### config.mk
export PLATFORM = sky130hd
export DESIGN_NAME = ftoi_pipe
export DESIGN_NICKNAME = d
export VERILOG_FILES = /design/src/rtl/ftoi_pipe.sv
export SDC_FILE = /design/constraint.sdc
export NUM_CORES = 1
export LEC_CHECK = 0
export CORE_MARGIN = 8
export CORE_UTILIZATION = 35
export DETAILED_ROUTE_END_ITERATION = 10
export HOLD_SLACK_MARGIN = 0.03
export PLACE_DENSITY = 0.58
export SYNTH_ARGS = -nofsm -noshare
export SYNTH_HDL_FRONTEND = slang
export SYNTH_SLANG_ARGS = --single-unit
### constraint.sdc
create_clock -name clk -period 10.4 [get_ports clk]
set_clock_uncertainty 0.1 [all_clocks]
set_input_delay 1.04 -clock clk [delete_from_list [all_inputs] [get_ports clk]]
set_output_delay 1.04 -clock clk [all_outputs]
set_load 0.01 [all_outputs]
### src/rtl/ftoi_pipe.sv
// Two-stage IEEE-754 single-precision to signed 32-bit integer converter, round-to-nearest-even.
// Define FTOI_FLAGS_EN to add the out_flags port ({invalid, inexact}).
module ftoi_pipe #(
    parameter int unsigned OUT_W = 32
) (
    input  logic             clk,
    input  logic             reset,
    input  logic             in_valid,
    output logic             in_ready,
    input  logic [31:0]      in_data,
    output logic             out_valid,
    input  logic             out_ready,
    output logic [OUT_W-1:0] out_data
`ifdef FTOI_FLAGS_EN
    ,
    output logic [1:0]       out_flags
`endif
);

    localparam int unsigned W  = 32;
    localparam int unsigned MW = 24;

    logic s2_load;
    logic in_fire;

    logic          s1_valid;
    logic          s1_sign;
    logic          s1_sat;
    logic          s1_g;
    logic          s1_r;
    logic          s1_s;
    logic [W-1:0]  s1_mag;

    logic          d_sign;
    logic          d_sat;
    logic          d_g;
    logic          d_r;
    logic          d_s;
    logic [W-1:0]  d_mag;
    logic [7:0]    d_exp;
    logic [22:0]   d_frac;
    logic [MW-1:0] d_m;
    logic [3:0]    d_lsh_amt;
    logic [4:0]    d_rsh_amt;
    logic [2*MW-1:0] d_rsh;

    logic          r_inc;
    logic [W-1:0]  r_mag;
    logic [W-1:0]  r_val;

    assign s2_load  = ~out_valid | out_ready;
    assign in_ready = ~s1_valid | s2_load;
    assign in_fire  = in_valid & in_ready;

    // Stage 1 decode: classify, then denormalise by a left or right barrel shift.
    // Zero, denormal and tiny inputs produce magnitude 0 with sticky set when non-zero.
    always_comb begin
        d_exp     = in_data[30:23];
        d_frac    = in_data[22:0];
        d_m       = {1'b1, d_frac};
        d_lsh_amt = 4'(d_exp - 8'd150);
        d_rsh_amt = 5'(8'd150 - d_exp);
        d_rsh     = {d_m, 24'd0} >> d_rsh_amt;
        d_sign    = in_data[31];
        d_sat     = 1'b0;
        d_mag     = '0;
        d_g       = 1'b0;
        d_r       = 1'b0;
        d_s       = 1'b0;
        if (d_exp == 8'd255) begin
            d_sat = 1'b1;
            if (d_frac != 23'd0) begin
                d_sign = 1'b0;
            end
        end else if ((d_exp > 8'd158) ||
                     ((d_exp == 8'd158) && !(in_data[31] && (d_frac == 23'd0)))) begin
            d_sat = 1'b1;
        end else if (d_exp >= 8'd150) begin
            d_mag = W'(d_m) << d_lsh_amt;
        end else if (d_exp >= 8'd126) begin
            d_mag = W'(d_rsh[2*MW-1:MW]);
            d_g   = d_rsh[MW-1];
            d_r   = d_rsh[MW-2];
            d_s   = |d_rsh[MW-3:0];
        end else begin
            d_s = |in_data[30:0];
        end
    end

    always_ff @(posedge clk) begin
        if (reset) begin
            s1_valid <= 1'b0;
        end else if (in_ready) begin
            s1_valid <= in_valid;
        end
    end

    // Payload loads only on a real transfer so idle in_data never reaches state.
    always_ff @(posedge clk) begin
        if (reset) begin
            s1_sign <= 1'b0;
            s1_sat  <= 1'b0;
            s1_g    <= 1'b0;
            s1_r    <= 1'b0;
            s1_s    <= 1'b0;
            s1_mag  <= '0;
        end else if (in_fire) begin
            s1_sign <= d_sign;
            s1_sat  <= d_sat;
            s1_g    <= d_g;
            s1_r    <= d_r;
            s1_s    <= d_s;
            s1_mag  <= d_mag;
        end
    end

    // Stage 2: round half to even, apply sign, then saturate.
    always_comb begin
        r_inc = s1_g & (s1_r | s1_s | s1_mag[0]);
        r_mag = s1_mag + W'(r_inc);
        r_val = s1_sign ? (W'(0) - r_mag) : r_mag;
        if (s1_sat) begin
            r_val = s1_sign ? 32'h8000_0000 : 32'h7FFF_FFFF;
        end
    end

    always_ff @(posedge clk) begin
        if (reset) begin
            out_valid <= 1'b0;
            out_data  <= '0;
        end else if (s2_load) begin
            out_valid <= s1_valid;
            if (s1_valid) begin
                out_data <= OUT_W'(r_val);
            end
        end
    end

`ifdef FTOI_FLAGS_EN
    always_ff @(posedge clk) begin
        if (reset) begin
            out_flags <= 2'b00;
        end else if (s2_load && s1_valid) begin
            out_flags <= {s1_sat, ~s1_sat & (s1_g | s1_r | s1_s)};
        end
    end
`endif

endmodule

==> results.txt, run 1 <==
MaxCap Viol Count - 0
transition time at the pin with the least slew margin - 1.227 ns
Post-CTS Setup Repair Bufs - 0
register-to-register setup slack - 6.75 ns
cell at the root of the clock tree - sky130_fd_sc_hd__clkbuf_16
worst-path cell chain - buf_2 > buf_4 > clkinv_1 > buf_4 > ha_1 > buf_4 > mux2i_1 > mux2i_1 > mux2i_1 > mux2i_1 > or4b_2 > o41ai_1 > a311oi_1
vias in the first global route - 6854
Row Count - 53
adder-cell area share of the yosys netlist - 0.01683
endpoint type of the worst setup path - flop
fin nets - 1051
depth of the worst hold-timing path - 2
XOR/XNOR share of the synthesized area - 0.05671
max_slew headroom - 0.1707
worst setup slack after placement - 5.176 ns
clock tree from TritonCTS - done
share of the synthesized area in compound gates (AO/OA/AOI/OAI) - 0.2370
required time at the worst-slack endpoint - 10.49 ns
synthesized instance count - 994
period utilisation layout - 0.4724
Starting DRT DRC Count - 621
clock period minus worst slack - 4.913 ns
Cell Pwr Density - 111.2 mW/mm^2
largest family of logic cells by synthesized area - simple AND/OR/NAND/NOR gates
worst-path maximum fanout - 50
Hold Vio Cnt, Final - 0
number of cells after detailed placement - 1269
Power Total - 0.9437 mW
most common library cell in the layout ignoring fill and taps - sky130_fd_sc_hd__nand2_1
hold buffers post-CTS - 0
antenna violations before repair - 0
fraction of final layout cells sized beyond drive strength 1 - 0.09524
maximum number of pins on one net before global-route repair - 65
multiplexer fraction of the synthesized cell area - 0.1606
largest stage delay on the critical path - 0.71 ns
Die Area - 0.02616 sq mm
average vias per placed instance - 5.855
clock sinks - 71
Synth async-reset ratio - 0
slowest stage cell on the critical path - sky130_fd_sc_hd__ha_1
total routing resource utilization after global routing - 0.1740
horizontal extent of the die - 161.7 um
number of max-slew violations in the final report - 0
commonest cells after routing, fill and taps aside - 115 x sky130_fd_sc_hd__nand2_1, 102 x sky130_fd_sc_hd__nor2_1, 73 x sky130_fd_sc_hd__a21oi_1, 72 x sky130_fd_sc_hd__mux2i_1, 71 x sky130_fd_sc_hd__dfxtp_1
clock buffers created by TritonCTS - 9
number of unique standard cell types used by synthesis - 81
Final WS setup - 5.487 ns
post-synthesis share of cell area spent on and, or, nand and nor gates - 0.2817
cell type with the highest occurrence count on the critical path - sky130_fd_sc_hd__mux2i_1
peak clock frequency supported by timing - 203.5 MHz
first-pass GRT wire length - 37700 um
startpoint type of the worst setup path - input pin
synthesized netlist net count - 1040
Leakage - 3.137 nW
wirelength, routed - 23630 um
clock-pin slew of the registers on the worst-case setup and hold paths - 0.06 ns
gpl congestion - 0.9184
final setup violation count - 0
Critical Setup Path Class - in -> reg
initial cell density of the core - 0.3548
Bufs on Longest Clock Path - 2
number of diodes added for antenna fixing - 0
cts repair resizes - 0
worst IR drop on VDD - 66.91 uV
non-filler instance count after layout - 1283
count of pins on the block boundary - 70
area growth from synthesis to layout - 14.19%
standard cell core area - 0.02096 sq mm
status - finished clean
RSZ-0062 raised after global routing - no
class of the most critical hold timing path - reg -> reg
routed wire length per instance - 18.42 um
main flop type after synthesis - sky130_fd_sc_hd__dfxtp_1
Critical Path AT - 5.00 ns
First-pass DRT Iterations - 5
Warnings, synthesis - 0
floorplan die height - 161.7 um
clock latency at the later pin of the worst-skew pair - 0.33 ns
register bit count reported by yosys - 71
count of filler cells inserted in the layout - 2225
number of cells on the worst reg-to-reg path - 10
Setup Total Neg Slack - 0 ns
sequential-to-total area share from yosys stat - 0.1912
estimated wirelength of the detail-placed design - 17800 um
number of input and output port buffers inserted - 69
grt total ovfl - 0
CTS H-tree lvls - 3
Vias - 7512
number of remaining DRC errors - 0
Post-DRT Antenna Nets - 0
Mapped Area - 0.007435 sq mm
average instance area after synthesis - 7.480 sq um
number of enable-type register cells in the synthesized netlist - 0
## cell families (layout without fill, tap and decap cells)
group | after synthesis | after routing
simple gates | 405 | 405
compound gates | 260 | 260
mux | 103 | 103
buf+inv | 99 | 113
flops | 71 | 71
xor+xnor | 46 | 46
fa+ha+maj | 10 | 10
## flip-flops by register name, indices dropped and copies added (netlist names)
name,flops
s1_valid,1
out_data,32
s1_mag,32
s1_s,1
s1_g,1
s1_sat,1
s1_sign,1
s1_r,1
out_valid,1
## layout make-up
type / count / area, sq um / area share
Multi-Input combinational cell: 824 / 5607 / 0.6604
Clock inverter: 1 / 5.005 / 0.0005895
Tap cell: 275 / 344.1 / 0.04053
Timing Repair Buffer: 86 / 803.3 / 0.09462
Clock buffer: 13 / 260.3 / 0.03066
Sequential cell: 71 / 1421 / 0.1674
Inverter: 13 / 48.80 / 0.005748
## per-stage QoR
stage | util | hold WS [ns] | cell area, sq um
after floorplan | - | 0.3548 | 7435
after global placement | 0.3925 | 0.3444 | 8224
after detailed placement | 0.3925 | 0.3517 | 8224
after CTS | 0.4051 | 0.3592 | 8489
after global routing | 0.4051 | 0.3835 | 8489
final | 0.4051 | 0.3550 | 8489
## worst max-delay path: cells and delay by family
kind                       cells  cell delay (ns)
buffers and inverters          5             1.29
muxes                          4             0.78
adders and majority gates      1             0.71
and+or+nand+nor                1             0.64
AOI/OAI and AO/OA              2             0.52
## metal layers
metal | share of wire | vias up | GRT usage
met5 | 0 | - | 0
met4 | 0.027 | 0 | 0.06145
met3 | 0.058 | 41 | 0.02708
met2 | 0.44 | 256 | 0.2659
li1 | - | 3708 | -
met1 | 0.48 | 3507 | 0.2431
## report_power, final
part | switching, mW | leakage (nW) | internal [mW]
registers | 0.0149 | 0.578 | 0.286
logic | 0.214 | 2.43 | 0.146
clock network | 0.112 | 0.132 | 0.172
total | 0.341 | 3.14 | 0.603
## cell usage after synthesis, types with 11 or more instances
cell type                  instances  area (sq um)
sky130_fd_sc_hd__nor3_1           37         185.2
sky130_fd_sc_hd__a211oi_1         21         157.7
sky130_fd_sc_hd__xor2_1           21         183.9
sky130_fd_sc_hd__a31oi_1          15         93.84
sky130_fd_sc_hd__nand2_1         115         431.7
sky130_fd_sc_hd__nor2b_1          14         87.58
sky130_fd_sc_hd__o211ai_1         15         112.6
sky130_fd_sc_hd__xnor2_1          24         210.2
sky130_fd_sc_hd__nand3_1          35         175.2
sky130_fd_sc_hd__mux4_2           11         247.7
sky130_fd_sc_hd__nand4_1          17         106.4
sky130_fd_sc_hd__buf_2            15         75.07
sky130_fd_sc_hd__o21ai_0          41         205.2
sky130_fd_sc_hd__nor2_1          102         382.9
sky130_fd_sc_hd__nor4_1           12         75.07
sky130_fd_sc_hd__mux2i_1          72         720.7
sky130_fd_sc_hd__clkbuf_1         56         210.2
sky130_fd_sc_hd__dfxtp_1          71          1421
sky130_fd_sc_hd__inv_1            12         45.04
sky130_fd_sc_hd__mux2_2           20         225.2
sky130_fd_sc_hd__o22ai_1          12         75.07
sky130_fd_sc_hd__a21oi_1          73         365.4
## final timing paths
path                            startpoint                   endpoint
setup / recovery               in_data[23]          s1_s$_SDFFE_PP0P_
hold / removal    out_data[1]$_SDFFE_PP0P_   out_data[1]$_SDFFE_PP0P_
setup reg to reg    s1_mag[0]$_SDFFE_PP0P_  out_data[30]$_SDFFE_PP0P_
hold reg to reg   out_data[1]$_SDFFE_PP0P_   out_data[1]$_SDFFE_PP0P_
Note: power is estimated with default switching activity, not from simulation.
==> inputs of run 2 (changes only) <==
clock period = 5 ns   (was 10.4 ns; I/O delays follow)
==> results.txt, run 2 (synthesis results as in run 1) <==
status - finished clean
Cell Pwr Density - 226.4 mW/mm^2 (+100%)
max_slew headroom - 0.3442 (+0.1735)
final hold slack - 0.3536 ns (-0.001338 ns)
clock latency at the later pin of the worst-skew pair - 0.33 ns (about the same)
startpoint type of the worst setup path - input pin
launching point of the worst reg2reg path - s1_g$_SDFFE_PP0P_
largest registers - out_data (32), s1_mag (32)
MaxCap Viol Count - 0 (unchanged)
post-layout utilization of the core - 0.4057 (+0.0005370)
vias in the first global route - 6884 (+0.44%)
number of remaining DRC errors - 0 (unchanged)
class of the most critical hold timing path - reg -> reg
fin nets - 1055 (+0.38%)
antenna violations before repair - 0 (unchanged)
Buf+Inv Stages, Crit Path - 2 (-3)
estimated wirelength of the detail-placed design - 18190 um (+2.2%)
Vias - 7511 (-0.013%)
Leakage - 3.150 nW (+0.40%)
first-pass GRT wire length - 38150 um (+1.2%)
maximum number of pins on one net before global-route repair - 49 (-25%)
Die Area - 0.02616 sq mm (unchanged)
worst hold start - out_data[7]$_SDFFE_PP0P_
slowest stage cell on the critical path - sky130_fd_sc_hd__clkdlybuf4s50_1
Switch Pwr - 0.6990 mW (+100%)
Seq pwr share - 0.326 (+0.008)
horizontal extent of the die - 161.7 um (unchanged)
required time at the worst-slack endpoint - 5.10 ns (-5.39 ns)
initial cell density of the core - 0.3548 (unchanged)
CTS H-tree lvls - 3 (unchanged)
Setup Total Neg Slack - 0 ns (unchanged)
worst-path cell chain - clkdlybuf4s50_1 > ha_1 > nor2b_1 > nand2b_1 > xor2_1 > buf_4 > mux2i_1 > or4b_2 > o41ai_1 > a311oi_1
Logic pwr share - 0.386 (+0.005)
fraction of final layout cells sized beyond drive strength 1 - 0.09783 (+0.002588)
Critical path origin - in_data[25]
standard cell core area - 0.02096 sq mm (unchanged)
register-to-register setup slack - 1.46 ns (-5.29 ns)
period utilisation layout - 0.7367
number of max-slew violations in the final report - 0 (unchanged)
number of diodes added for antenna fixing - 0 (unchanged)
RSZ-0062 raised after global routing - no
CP Capture Point - s1_s$_SDFFE_PP0P_
transition time at the pin with the least slew margin - 0.9766 ns (-0.2500 ns)
average vias per placed instance - 5.836 (-0.32%)
FF-to-FF End - out_data[30]$_SDFFE_PP0P_
Critical Path AT - 3.78 ns (-1.22 ns)
CP delay by family, top - buffers and inverters
most common library cell in the layout ignoring fill and taps - sky130_fd_sc_hd__nand2_1
commonest cells after routing, fill and taps aside - 115 x sky130_fd_sc_hd__nand2_1, 102 x sky130_fd_sc_hd__nor2_1, 73 x sky130_fd_sc_hd__a21oi_1, 72 x sky130_fd_sc_hd__mux2i_1, 71 x sky130_fd_sc_hd__dfxtp_1
worst IR drop on VDD - 145.3 uV (+120%)
Row Count - 53 (unchanged)
clock group share of total power - 0.288 (-0.013)
wirelength, routed - 23540 um (-0.38%)
worst setup slack after placement - 1.013 ns (-4.163 ns)
Critical Setup Path Class - in -> reg
total routing resource utilization after global routing - 0.1767 (+0.002705)
number of input and output port buffers inserted - 69 (unchanged)
largest stage delay on the critical path - 0.74 ns (+0.03 ns)
cts repair resizes - 0 (unchanged)
Stages on worst setup path - 10 (-3)
worst-path maximum fanout - 24 (-52%)
Switching Fraction - 0.3633 (+0.001888)
clock-pin slew of the registers on the worst-case setup and hold paths - 0.06 ns (about the same)
endpoint type of the worst setup path - flop
clock tree from TritonCTS - done
count of filler cells inserted in the layout - 2248 (+1.0%)
routed wire length per instance - 18.29 um (-0.69%)
First-pass DRT Iterations - 5 (unchanged)
final setup violation count - 0 (unchanged)
hold buffers post-CTS - 0 (unchanged)
clock sinks - 71 (unchanged)
Hold Vio Cnt, Final - 0 (unchanged)
clock buffers created by TritonCTS - 9 (unchanged)
clock period minus worst slack - 3.683 ns
count of pins on the block boundary - 70 (unchanged)
Internal - 1.225 mW (+100%)
Post-CTS Setup Repair Bufs - 0 (unchanged)
floorplan die height - 161.7 um (unchanged)
cell at the root of the clock tree - sky130_fd_sc_hd__clkbuf_16
grt total ovfl - 0 (unchanged)
Final WS setup - 1.317 ns (-4.170 ns)
Bufs on Longest Clock Path - 2 (unchanged)
Starting DRT DRC Count - 632 (+1.8%)
Post-DRT Antenna Nets - 0 (unchanged)
peak clock frequency supported by timing - 271.5 MHz
gpl congestion - 0.9080 (-1.1%)
number of cells on the worst reg-to-reg path - 10 (unchanged)
area growth from synthesis to layout - 14.34%
[run 2: routing by layer]
| metal | share of wire | track usage | up-vias |
|---|---|---|---|
| met5 | 0 | 0 | - |
| met3 | 0.051 | 0.01924 | 35 |
| li1 | - | - | 3731 |
| met4 | 0.023 | 0.06271 | 0 |
| met2 | 0.44 | 0.2750 | 255 |
| met1 | 0.48 | 0.2477 | 3490 |
[run 2: cell type report]
| cell class | instances | area (sq um) | area share |
|---|---|---|---|
| clock buffer | 12 | 236.5 | 0.02782 |
| clock inverter | 2 | 10.01 | 0.001178 |
| inverter | 13 | 48.80 | 0.005740 |
| multi-input combinational | 824 | 5607 | 0.6596 |
| sequential | 71 | 1421 | 0.1672 |
| tap | 275 | 344.1 | 0.04048 |
| timing repair buffer | 90 | 833.3 | 0.09803 |
[run 2: worst min path at each step]
stage,to,cells past startpoint
after floorplan,s1_r$_SDFFE_PP0P_,2
after detailed placement,out_data[7]$_SDFFE_PP0P_,2
final,out_data[7]$_SDFFE_PP0P_,2
after CTS,out_data[7]$_SDFFE_PP0P_,2
after global routing,out_data[2]$_SDFFE_PP0P_,2
after global placement,out_data[7]$_SDFFE_PP0P_,2
[run 2: worst reg2reg max path: stages, from the launching register on]
cell and delay, ns:
sky130_fd_sc_hd__dfxtp_1 0.49, sky130_fd_sc_hd__and2_1 0.18, sky130_fd_sc_hd__ha_1 0.28, sky130_fd_sc_hd__and4_1 0.38, sky130_fd_sc_hd__a32oi_1 0.14, sky130_fd_sc_hd__a2bb2oi_1 0.25
sky130_fd_sc_hd__a2111oi_2 0.61, sky130_fd_sc_hd__nand3_2 0.29, sky130_fd_sc_hd__nor3_2 0.38, sky130_fd_sc_hd__a21oi_1 0.11, sky130_fd_sc_hd__nor4_1 0.23
[run 2: stage by stage]
stage	cell area [sq um]	power, mW	instances
5_1_grt	8501	2.030	1287
3_3_place_gp	8254	1.369	1273
2_1_floorplan	7435	1.150	994
4_1_cts	8501	1.927	1287
3_5_place_dp	8254	1.370	1273
6_report	8501	1.924	1287
[run 2: power groups by stage]
stage / logic (mW) / registers, mW / clock network (mW)
3_5_place_dp: 0.731 / 0.639 / 0
4_1_cts: 0.734 / 0.627 / 0.566
6_report: 0.742 / 0.627 / 0.555
5_1_grt: 0.810 / 0.632 / 0.588
3_3_place_gp: 0.731 / 0.638 / 0
2_1_floorplan: 0.521 / 0.628 / 0
